$ cat config.mk
export PLATFORM = sky130hd
export DESIGN_NAME = pipeline_interlock_flat
export DESIGN_NICKNAME = d
export VERILOG_FILES = /design/src/rtl/pipeline_interlock_if.sv /design/src/rtl/pipeline_interlock.sv /design/src/flat_wrapper.sv
export SDC_FILE = /design/constraint.sdc
export NUM_CORES = 1
export LEC_CHECK = 0
export ABC_AREA = 0
export CAP_MARGIN = 20
export CORE_ASPECT_RATIO = 0.7
export CORE_MARGIN = 8
export CORE_UTILIZATION = 30
export CTS_BUF_LIST = sky130_fd_sc_hd__clkbuf_16
export DETAILED_ROUTE_END_ITERATION = 10
export PLACE_DENSITY = 0.65
export RECOVER_POWER = 25
export SKIP_LAST_GASP = 1
export SLEW_MARGIN = 30
export SYNTH_ARGS = -nofsm -noshare
export SYNTH_HDL_FRONTEND = slang
export SYNTH_SLANG_ARGS = --single-unit
$ cat constraint.sdc
create_clock -name clk -period 2.9 [get_ports clk]
set_input_delay 0.29 -clock clk [delete_from_list [all_inputs] [get_ports clk]]
set_output_delay 0.29 -clock clk [all_outputs]
set_load 0.02 [all_outputs]
$ cat src/rtl/pipeline_interlock_if.sv
// Handshake bundle between the ID stage / control decoder and the hazard
// interlock.
//   master: drives the ID instruction fields and receives the interlock results.
//   slave : the interlock itself.
// Signals:
//   id_valid, id_rs, id_rt, id_uses_rs, id_uses_rt, id_we, id_rd : ID instruction
//   stall, bubble, sb_valid                                       : interlock outputs
//   stall_cnt, hazard_cnt : statistics, present only when INTERLOCK_STATS_EN is defined
interface pipeline_interlock_if #(
    parameter int REG_AW = 5,
    parameter int CNT_W  = 16
);
    logic              id_valid;
    logic [REG_AW-1:0] id_rs;
    logic [REG_AW-1:0] id_rt;
    logic              id_uses_rs;
    logic              id_uses_rt;
    logic              id_we;
    logic [REG_AW-1:0] id_rd;
    logic              stall;
    logic              bubble;
    logic [2:0]        sb_valid;
`ifdef INTERLOCK_STATS_EN
    logic [CNT_W-1:0]  stall_cnt;
    logic [CNT_W-1:0]  hazard_cnt;

    modport master (
        output id_valid, id_rs, id_rt, id_uses_rs, id_uses_rt, id_we, id_rd,
        input  stall, bubble, sb_valid, stall_cnt, hazard_cnt
    );
    modport slave (
        input  id_valid, id_rs, id_rt, id_uses_rs, id_uses_rt, id_we, id_rd,
        output stall, bubble, sb_valid, stall_cnt, hazard_cnt
    );
`else
    modport master (
        output id_valid, id_rs, id_rt, id_uses_rs, id_uses_rt, id_we, id_rd,
        input  stall, bubble, sb_valid
    );
    modport slave (
        input  id_valid, id_rs, id_rt, id_uses_rs, id_uses_rt, id_we, id_rd,
        output stall, bubble, sb_valid
    );
`endif
endinterface

$ cat src/rtl/pipeline_interlock.sv
// RAW hazard interlock for the 5-stage MIPS pipeline.
// A 3-entry scoreboard (EX, MEM, WB) shadows the in-flight register writes.
// When an ID source register matches any valid entry, the interlock holds
// PC and ID and injects a zero control word into CTRL1.
// Ports:
//   clk  : system clock, rising edge
//   rst  : synchronous reset, active low
//   bus  : pipeline_interlock_if.slave (ID fields in; stall/bubble/sb_valid out)
// Optional build macro INTERLOCK_STATS_EN adds the saturating stall_cnt and
// hazard_cnt counters. Without it the counters and their logic are absent.
module pipeline_interlock #(
    parameter int REG_AW = 5,
    parameter int CNT_W  = 16
) (
    input  logic                 clk,
    input  logic                 rst,
    pipeline_interlock_if.slave  bus
);
    localparam int STAGES = 3;

    typedef struct packed {
        logic              v;
        logic [REG_AW-1:0] rd;
    } sb_entry_t;

    // Index 0 = EX, 1 = MEM, 2 = WB.
    sb_entry_t [STAGES-1:0] sb;
    logic      [STAGES-1:0] hit_rs, hit_rt;
    logic                   hazard;

    for (genvar i = 0; i < STAGES; i++) begin : g_match
        assign hit_rs[i] = sb[i].v && (sb[i].rd == bus.id_rs);
        assign hit_rt[i] = sb[i].v && (sb[i].rd == bus.id_rt);
    end

    // r0 is never tracked, so it never matches. The register file is not
    // write-through, which means a WB-stage hit still stalls.
    assign hazard = bus.id_valid &&
                    ((bus.id_uses_rs && (bus.id_rs != '0) && (|hit_rs)) ||
                     (bus.id_uses_rt && (bus.id_rt != '0) && (|hit_rt)));

    assign bus.stall    = hazard;
    assign bus.bubble   = hazard;
    assign bus.sb_valid = {sb[2].v, sb[1].v, sb[0].v};

    // EX/MEM/WB never freeze. While stalled, a bubble enters EX, so every
    // stall drains out within 3 cycles.
    always_ff @(posedge clk) begin
        if (!rst) begin
            sb <= '0;
        end else begin
            sb[2]    <= sb[1];
            sb[1]    <= sb[0];
            sb[0].v  <= !hazard && bus.id_valid && bus.id_we && (bus.id_rd != '0);
            sb[0].rd <= bus.id_rd;
        end
    end

`ifdef INTERLOCK_STATS_EN
    logic stall_q;

    always_ff @(posedge clk) begin
        if (!rst) begin
            stall_q        <= 1'b0;
            bus.stall_cnt  <= '0;
            bus.hazard_cnt <= '0;
        end else begin
            stall_q <= hazard;
            if (hazard && !(&bus.stall_cnt))
                bus.stall_cnt <= bus.stall_cnt + 1'b1;
            // Count an episode once, on its first stalled cycle.
            if (hazard && !stall_q && !(&bus.hazard_cnt))
                bus.hazard_cnt <= bus.hazard_cnt + 1'b1;
        end
    end
`endif
endmodule

$ cat src/flat_wrapper.sv
// flat-port wrapper written by rule: the top's interface ports become plain ports
module pipeline_interlock_flat 
#(
    parameter int REG_AW = 5,
    parameter int CNT_W  = 16
)
  (clk, rst, bus_id_valid, bus_id_rs, bus_id_rt, bus_id_uses_rs, bus_id_uses_rt, bus_id_we, bus_id_rd, bus_stall, bus_bubble, bus_sb_valid);
  pipeline_interlock_if #(.REG_AW(REG_AW), .CNT_W(CNT_W)) bus_i ();
  input  logic clk;
  input  logic rst;
  input wire logic [$bits(bus_i.id_valid)-1:0] bus_id_valid;
  input wire logic [$bits(bus_i.id_rs)-1:0] bus_id_rs;
  input wire logic [$bits(bus_i.id_rt)-1:0] bus_id_rt;
  input wire logic [$bits(bus_i.id_uses_rs)-1:0] bus_id_uses_rs;
  input wire logic [$bits(bus_i.id_uses_rt)-1:0] bus_id_uses_rt;
  input wire logic [$bits(bus_i.id_we)-1:0] bus_id_we;
  input wire logic [$bits(bus_i.id_rd)-1:0] bus_id_rd;
  output wire logic [$bits(bus_i.stall)-1:0] bus_stall;
  output wire logic [$bits(bus_i.bubble)-1:0] bus_bubble;
  output wire logic [$bits(bus_i.sb_valid)-1:0] bus_sb_valid;
  assign bus_i.id_valid = bus_id_valid;
  assign bus_i.id_rs = bus_id_rs;
  assign bus_i.id_rt = bus_id_rt;
  assign bus_i.id_uses_rs = bus_id_uses_rs;
  assign bus_i.id_uses_rt = bus_id_uses_rt;
  assign bus_i.id_we = bus_id_we;
  assign bus_i.id_rd = bus_id_rd;
  assign bus_stall = bus_i.stall;
  assign bus_bubble = bus_i.bubble;
  assign bus_sb_valid = bus_i.sb_valid;
  pipeline_interlock #(.REG_AW(REG_AW), .CNT_W(CNT_W)) u_core (.clk(clk), .rst(rst), .bus(bus_i));
endmodule
# Yosys cells after proc, flatten, opt, wreduce, memory -nomap -nowiden
# Index checks and enable logic that the tools add are counted.
# totals
word_cells,33
input_bits,21
output_inout_bits,5
reg_bits,18
# classes
n_reduce_logical,21
eq_ne,6
# op_table
op,count
$eq 5x5->1,6
$reduce_bool 5->1,3
$logic_and 1x1->1,14
$reduce_or 3->1,2
$logic_not 1->1,1
$logic_or 1x1->1,1

# Logic depth before layout (Yosys ltp)
# Gate-level depths: netlist of the first run.
# depth
depth_word,10
ltp_mapped,6

# Worst setup path after synthesis of the first run
# No wires, ideal clock.
# synth_path
path_type,register to output
startpoint,register u_core.sb[8] in the netlist's numbering
endpoint,output bus_stall
path_slack_ps,1117
t_arrival_ps,1493
required_ps,2610
path_buffers,1
path_stages_with_launch,7
cell_sequence,dfxtp_1 > xor2_1 > nor4_1 > nand3_1 > a31oi_1 > o21a_1 > buf_4
# synth_via
elab_chain_len,6
word_cells_on_any_way,10
classes_between,eq/ne (2); reduce/logical (8)
# synth_lines
element,line_no,text
start: declaration,pipeline_interlock.sv:27,sb_entry_t [STAGES-1:0] sb;
"$eq 5x5->1, on equally long branches","pipeline_interlock.sv:32, pipeline_interlock.sv:33",
"$logic_and 1x1->1, on equally long branches","pipeline_interlock.sv:32, pipeline_interlock.sv:33",
"$reduce_or 3->1, on equally long branches","pipeline_interlock.sv:39, pipeline_interlock.sv:40",
"$logic_and 1x1->1, on equally long branches","pipeline_interlock.sv:39, pipeline_interlock.sv:40",
$logic_or 1x1->1 *,pipeline_interlock.sv:39,((bus.id_uses_rs && (bus.id_rs != '0) && (|hit_rs)) ||
$logic_and 1x1->1 *,pipeline_interlock.sv:38,assign hazard = bus.id_valid &&
end: declaration,flat_wrapper.sv:18,output wire logic [$bits(bus_i.stall)-1:0] bus_stall;
# Every way passes the cells marked *; elsewhere a longest branch is shown, timed or not.

# Worst setup path in the final report of the first run
# layout_path
startpoint,input bus_id_rs[3]
endpoint,output bus_bubble
# layout_via
elab_chain_len,6
word_cells_on_any_way,12
classes_between,eq/ne (3); reduce/logical (9)
# layout_lines
element,line_no,text
start: declaration,flat_wrapper.sv:12,input wire logic [$bits(bus_i.id_rs)-1:0] bus_id_rs;
$eq 5x5->1,pipeline_interlock.sv:32,assign hit_rs[i] = sb[i].v && (sb[i].rd == bus.id_rs);
$logic_and 1x1->1,pipeline_interlock.sv:32,
$reduce_or 3->1,pipeline_interlock.sv:39,
$logic_and 1x1->1 *,pipeline_interlock.sv:39,
$logic_or 1x1->1 *,pipeline_interlock.sv:39,
$logic_and 1x1->1 *,pipeline_interlock.sv:38,
end: declaration,flat_wrapper.sv:19,output wire logic [$bits(bus_i.bubble)-1:0] bus_bubble;
# Marks and branches as above.

==> results of run 1 <==
-- cell usage after synthesis --
library cell                instances  share of area
sky130_fd_sc_hd__dfxtp_1           18           0.39
sky130_fd_sc_hd__nor3_2             1          0.011
sky130_fd_sc_hd__a31oi_2            1          0.013
sky130_fd_sc_hd__a31oi_1            1         0.0067
sky130_fd_sc_hd__o21a_1             1         0.0081
sky130_fd_sc_hd__or4_1              2          0.016
sky130_fd_sc_hd__buf_4              4          0.032
sky130_fd_sc_hd__o21ai_2            1         0.0094
sky130_fd_sc_hd__nand3_1            6          0.032
sky130_fd_sc_hd__clkbuf_1           1         0.0040
sky130_fd_sc_hd__o2111ai_1          1         0.0094
sky130_fd_sc_hd__nor4_2             2          0.027
sky130_fd_sc_hd__and2_1            17           0.11
sky130_fd_sc_hd__nor4_1             4          0.027
sky130_fd_sc_hd__o21ai_0            1         0.0054
sky130_fd_sc_hd__or4_4              1          0.012
sky130_fd_sc_hd__xor2_1            24           0.23
sky130_fd_sc_hd__xnor2_1            6          0.057
-- report_power, final --
group / switching (uW) / total (uW) / internal, uW
Sequential: 10.2 / 268 / 258
Combinational: 38.4 / 89.8 / 51.4
Clock: 86.6 / 270 / 183
Total: 135 / 627 / 492
-- sequential cells by signal, summed over array words and instances (netlist names) --
register,count
u_core.sb,15
u_core.bus.sb_valid,3
-- per-layer routing --
metal / part of all wire / vias up / wire [um]
met5: 0 / - / 0
met3: 0.094 / 5 / 218
met4: 0.024 / 0 / 55
met2: 0.38 / 26 / 891
met1: 0.50 / 325 / 1150
li1: - / 363 / -
-- area by class of cell --
type,count,area (um^2),area share
flip-flops and latches,18,360,0.280
clock buffers,3,75.1,0.0583
clock inverters,1,3.75,0.00292
well taps,38,47.5,0.0369
repair buffers,27,267,0.207
multi-input cells,69,534,0.415
-- through the flow --
stage / setup slack, ps / area, um^2 / hold slack, ps / utilization
2_1_floorplan: 1120 / 928 / 412 / -
3_3_place_gp: 35.8 / 1210 / 509 / 0.397
3_5_place_dp: 14.7 / 1210 / 505 / 0.397
4_1_cts: 0.0220 / 1280 / 513 / 0.422
5_1_grt: 167 / 1290 / 526 / 0.423
6_report: 292 / 1290 / 513 / 0.423
-- final timing paths --
check                                               from                                 to  cells past startpoint
worst min register to register   u_core.sb[7]$_SDFF_PN0_           u_core.sb[13]$_SDFF_PN0_                      1
worst max-delay path                        bus_id_rs[3]                         bus_bubble                      7
worst min-delay path             u_core.sb[7]$_SDFF_PN0_           u_core.sb[13]$_SDFF_PN0_                      1
worst max register to register  u_core.sb[15]$_SDFF_PN0_  u_core.bus.sb_valid[0]$_SDFF_PN0_                      5
-- worst register-to-register path, cell delays in order, from the launching register on --
cell	delay, ps
sky130_fd_sc_hd__dfxtp_1	320
sky130_fd_sc_hd__xor2_1	160
sky130_fd_sc_hd__nor4_2	320
sky130_fd_sc_hd__nand3_1	170
sky130_fd_sc_hd__a31oi_2	270
sky130_fd_sc_hd__nor3_2	70
-- kinds of logic (layout without fill, tap and decap cells) --
| logic type | after synthesis | count (layout) | synth area share |
|---|---|---|---|
| AND/OR/NAND/NOR | 33 | 33 | 0.240 |
| XOR/XNOR | 30 | 30 | 0.283 |
| flip-flops | 18 | 18 | 0.388 |
| AO/OA/AOI/OAI | 6 | 6 | 0.0526 |
| buffers and inverters | 5 | 31 | 0.0364 |
==> run metrics, run 1 <==
maximum number of buffers from clock root to sink=2; Highest Clock Rate=0.383 GHz; Die H=62.5 um; Final Non-Filler Cells=156; #FFs+latches synth=18; Final Hold Violating Endpoints=0; count of max-cap constraint violations=0; met2 global-route usage=0.122; total design power=627 uW; share of cells above drive strength 1=0.0932; Slew HR=0.658; number of iterations in the first detailed-routing pass=3; grt met1 use=0.122; final HPWL from detailed placement=between 1.5 and 2 mm; CTS tree=done; number of nets in the layout=140; weighted congestion reported at the end of routability-driven placement=0.838; number of design rule violations left after detail routing=0; Synthesized Nets=around 110; Yosys warning total=0; unrepaired setup endpoints after global routing=false; clk_skew=1.51 ps; Total Negative Setup Slacks=0 ps; post-cts resize count=1; clock network latency to the later pin of the worst-skew pair=250 ps; initial cell density of the core=0.305; most frequent cells in the layout=sky130_fd_sc_hd__xor2_1, sky130_fd_sc_hd__clkdlybuf4s50_1, sky130_fd_sc_hd__dfxtp_1, sky130_fd_sc_hd__and2_1; floorplan die width=82.5 um; run status=finished clean; number of nets with antenna violations after detailed routing=0; Crit Path Class=input port to primary output; slowest cell on the critical path=sky130_fd_sc_hd__clkdlybuf4s50_1; library cell used as clock root buffer=sky130_fd_sc_hd__clkbuf_16; crit path buf inv count=2; areal power density over the cells=487 nW/um^2; routed len/inst=14.9 um; level count of the clock H-tree=1; antenna violations before repair=0; global router's overall resource usage=0.0913; number of diodes added for antenna fixing=0; total number of vias=approximately 720; register-to-register setup slack=1470 ps; sequential cell area fraction in the yosys report=0.388; area delta synth->final=38.7%; Leak=0.000531 uW; most used routing layer in global routing=met1; CTS Buf Count=3; filler cell count in the final layout=296; Setup Viol. Count Final=0; num rows=17; total detailed-routing wirelength=~2.3 mm; # Post-CTS Setup Buffers=0; CTS Hold Buffers Added=0; family with the most delay on the worst path=buffers and inverters; Period Utilization, post-route=0.899; type of the tightest min-delay check=flop to flop; count of unique library cells instantiated by Yosys=18; GRT met3 Usage=0.0316; Clock transition at path regs=around 50 ps; count of input and output buffers=25; iteration-0 DRC count of the detailed router=42; post-DR vias/cell=~4.6; final count of pins violating max slew=0; floorplan die area=5160 um^2; cells traversed along the worst timing path=clkdlybuf4s50_1, xor2_1, nor4_2, nand3_1, a31oi_2, o21a_1, dlygate4sd2_1; delay contributed by the slowest stage of the critical path=530 ps; pin count of the biggest net entering global routing=19; Crit path required time=2610 ps; minimum period implied by the final worst setup slack=2610 ps; actual transition at the worst max-transition pin=511 ps; capturing element type of the critical path=primary output; boundary pin count=26; core region area=3040 um^2; post-placement cell count=152; Post-Synthesis Mean Instance Area=just over 10 um^2; startpoint class of the critical path=input port; arrival time at the worst endpoint=about 2300 ps; first-pass GRT wire length=3.56 mm; Syn Std Cell Area=928 um^2; worst-path maximum fanout=4; post-synthesis cell count=92; total gr overflow=0; Peak VDD IR=0.000192 V; # clock sinks=18; most common cell after layout, fill and taps aside=sky130_fd_sc_hd__xor2_1; number of global-route vias before repair=736
(Power assumes the default switching activity.)
==> run 2, diff against run 1 <==
- MAX_ROUTING_LAYER: not set -> met4
- SETUP_SLACK_MARGIN: not set -> 0.2
==> run 2 against run 1 <==
Compared with the run above:
- combinational power fell by 0.4%
- flip-flop and latch count unchanged
- cell area is 0.87% lower
- utilization down 0.37 points
- sequential share of layout area rose by 0.25 points
- global-route usage is 0.57 points higher
- largest power group unchanged
==> run metrics, run 2 (synthesis results as in run 1) <==
count of max-cap constraint violations=0 (unchanged); instance count on the critical path=7 (unchanged); level count of the clock H-tree=1 (unchanged); Die H=62.5 um (unchanged); internal power consumption=492 uW (about the same); combinational share of power=0.142 (about the same); clock network latency to the later pin of the worst-skew pair=250 ps (about the same); number of diodes added for antenna fixing=0 (unchanged); number of design rule violations left after detail routing=0 (unchanged); post-DR vias/cell=4.60 (-0.28%); worst setup slack after layout=467 ps (+174 ps); worst hold path stage count=1 (unchanged); delay contributed by the slowest stage of the critical path=530 ps (about the same); most frequent cells in the layout=sky130_fd_sc_hd__xor2_1, sky130_fd_sc_hd__clkdlybuf4s50_1, sky130_fd_sc_hd__dfxtp_1, sky130_fd_sc_hd__and2_1; global router's overall resource usage=0.0970 (+0.00567); Total Negative Setup Slacks=0 ps (unchanged); number of global-route vias before repair=746 (+1.4%); DP Worst Slack=23.5 ps (+8.80 ps); antenna violations before repair=0 (unchanged); Highest Clock Rate=0.411 GHz (+7.2%); actual transition at the worst max-transition pin=498 ps (-13.3 ps); flip-flop count of the largest register after layout=15 (unchanged); cells traversed along the worst timing path=clkdlybuf4s50_1, xor2_1, nor4_2, nand3_1, a31oi_2, o21a_1, clkbuf_2; Final Hold Violating Endpoints=0 (unchanged); slowest cell on the critical path=sky130_fd_sc_hd__clkdlybuf4s50_1; boundary pin count=26 (unchanged); startpoint class of the critical path=input port; Peak VDD IR=0.000183 V (-4.8%); share of cells above drive strength 1=0.110 (+0.0169); CTS Hold Buffers Added=0 (unchanged); total number of vias=717 (-0.28%); routed len/inst=14.8 um (-0.69%); filler cell count in the final layout=307 (+3.7%); Crit path required time=2610 ps (about the same); maximum number of buffers from clock root to sink=2 (unchanged); library cell used as clock root buffer=sky130_fd_sc_hd__clkbuf_16; minimum period implied by the final worst setup slack=2430 ps (-174 ps); # Post-CTS Setup Buffers=0 (unchanged); reported net switching power=138 uW (+2.2%); number of cell instances on the worst register-to-register path=5 (unchanged); Period Utilization, post-route=0.839 (-0.0601); most common cell after layout, fill and taps aside=sky130_fd_sc_hd__xor2_1; startpoint of the worst hold path=u_core.bus.sb_valid[1]$_SDFF_PN0_; FF-to-FF End=u_core.bus.sb_valid[0]$_SDFF_PN0_; Crit Path Class=input port to primary output; weighted congestion reported at the end of routability-driven placement=0.832 (-0.74%); iteration-0 DRC count of the detailed router=20 (-52%); final count of pins violating max slew=0 (unchanged); final HPWL from detailed placement=1.88 mm (+4.0%); clk_skew=2.02 ps (+0.509 ps); number of nets in the layout=140 (unchanged); floorplan die area=5160 um^2 (unchanged); part of the power in registers=0.424 (-0.003); area delta synth->final=37.5%; CTS Buf Count=3 (unchanged); number of nets with antenna violations after detailed routing=0 (unchanged); CTS tree=done; run status=finished clean; unrepaired setup endpoints after global routing=false; core region area=3040 um^2 (unchanged); # clock sinks=18 (unchanged); num rows=17 (unchanged); number of iterations in the first detailed-routing pass=4 (+1); first-pass GRT wire length=3.69 mm (+3.7%); Setup Viol. Count Final=0 (unchanged); capturing element type of the critical path=primary output; fraction of power consumed by the clock network=0.434 (+0.004); Top reg by flops=u_core.sb; family with the most delay on the worst path=buffers and inverters; register-to-register setup slack=1470 ps (about the same); arrival time at the worst endpoint=2140 ps (-180 ps); count of input and output buffers=25 (unchanged); post-cts resize count=2 (+1); areal power density over the cells=494 nW/um^2 (+1.4%); Worst Hold Path EP=u_core.bus.sb_valid[2]$_SDFF_PN0_; pin count of the biggest net entering global routing=19 (unchanged); worst-path maximum fanout=4 (unchanged); Clock transition at path regs=50 ps (about the same); R2R Path Start=u_core.sb[6]$_SDFF_PN0_; crit path buf inv count=2 (unchanged); total detailed-routing wirelength=2.30 mm (-0.69%); switching power share of the total=0.219 (+0.00372); type of the tightest min-delay check=flop to flop; Leak=0.000510 uW (-4.0%); floorplan die width=82.5 um (unchanged); Slew HR=0.667 (+0.00891); total gr overflow=0 (unchanged); initial cell density of the core=0.305 (unchanged)
-- run 2: per-stage QoR --
step / total power, uW / area [um^2] / hold slack [ps] / cells / utilization
finish: 630 / 1280 / 510 / 156 / 0.420
global route: 651 / 1280 / 534 / 156 / 0.420
CTS: 635 / 1280 / 510 / 156 / 0.422
detailed placement: 362 / 1210 / 503 / 152 / 0.397
global placement: 362 / 1210 / 507 / 152 / 0.397
floorplan: 311 / 928 / 412 / 92 / -
-- run 2: how the worst max path moves through the flow --
stage	start	endpoint	slack [ps]
after global routing	bus_id_rs[3]	bus_stall	290
final	bus_id_rs[3]	bus_stall	470
after floorplan	u_core.sb[8]$_SDFF_PN0_	bus_stall	1120
after global placement	bus_id_rs[3]	bus_bubble	20
after detailed placement	bus_id_rs[3]	bus_bubble	20
after CTS	bus_id_rs[3]	bus_bubble	270
-- run 2: final cells by class --
type                    count  area [um^2]  area share
flip-flops and latches     18          360       0.282
repair buffers             27          255       0.200
clock buffers               3         75.1      0.0588
clock inverters             1         3.75     0.00294
multi-input cells          69          534       0.419
well taps                  38         47.5      0.0373
-- run 2: power groups by stage --
stage	sequential (uW)	clock [uW]	combinational, uW
finish	267	273	89.4
floorplan	270	0	41.7
CTS	267	277	90.2
global route	268	286	97.3
detailed placement	272	0	89.7
global placement	273	0	88.9
-- run 2: per-layer routing --
layer	GRT usage	routed length, um	up-vias
li1	-	-	364
met1	0.133	1210	322
met2	0.123	877	28
met3	0.0273	181	3
met4	0.0515	38	0
met5	-	0	-
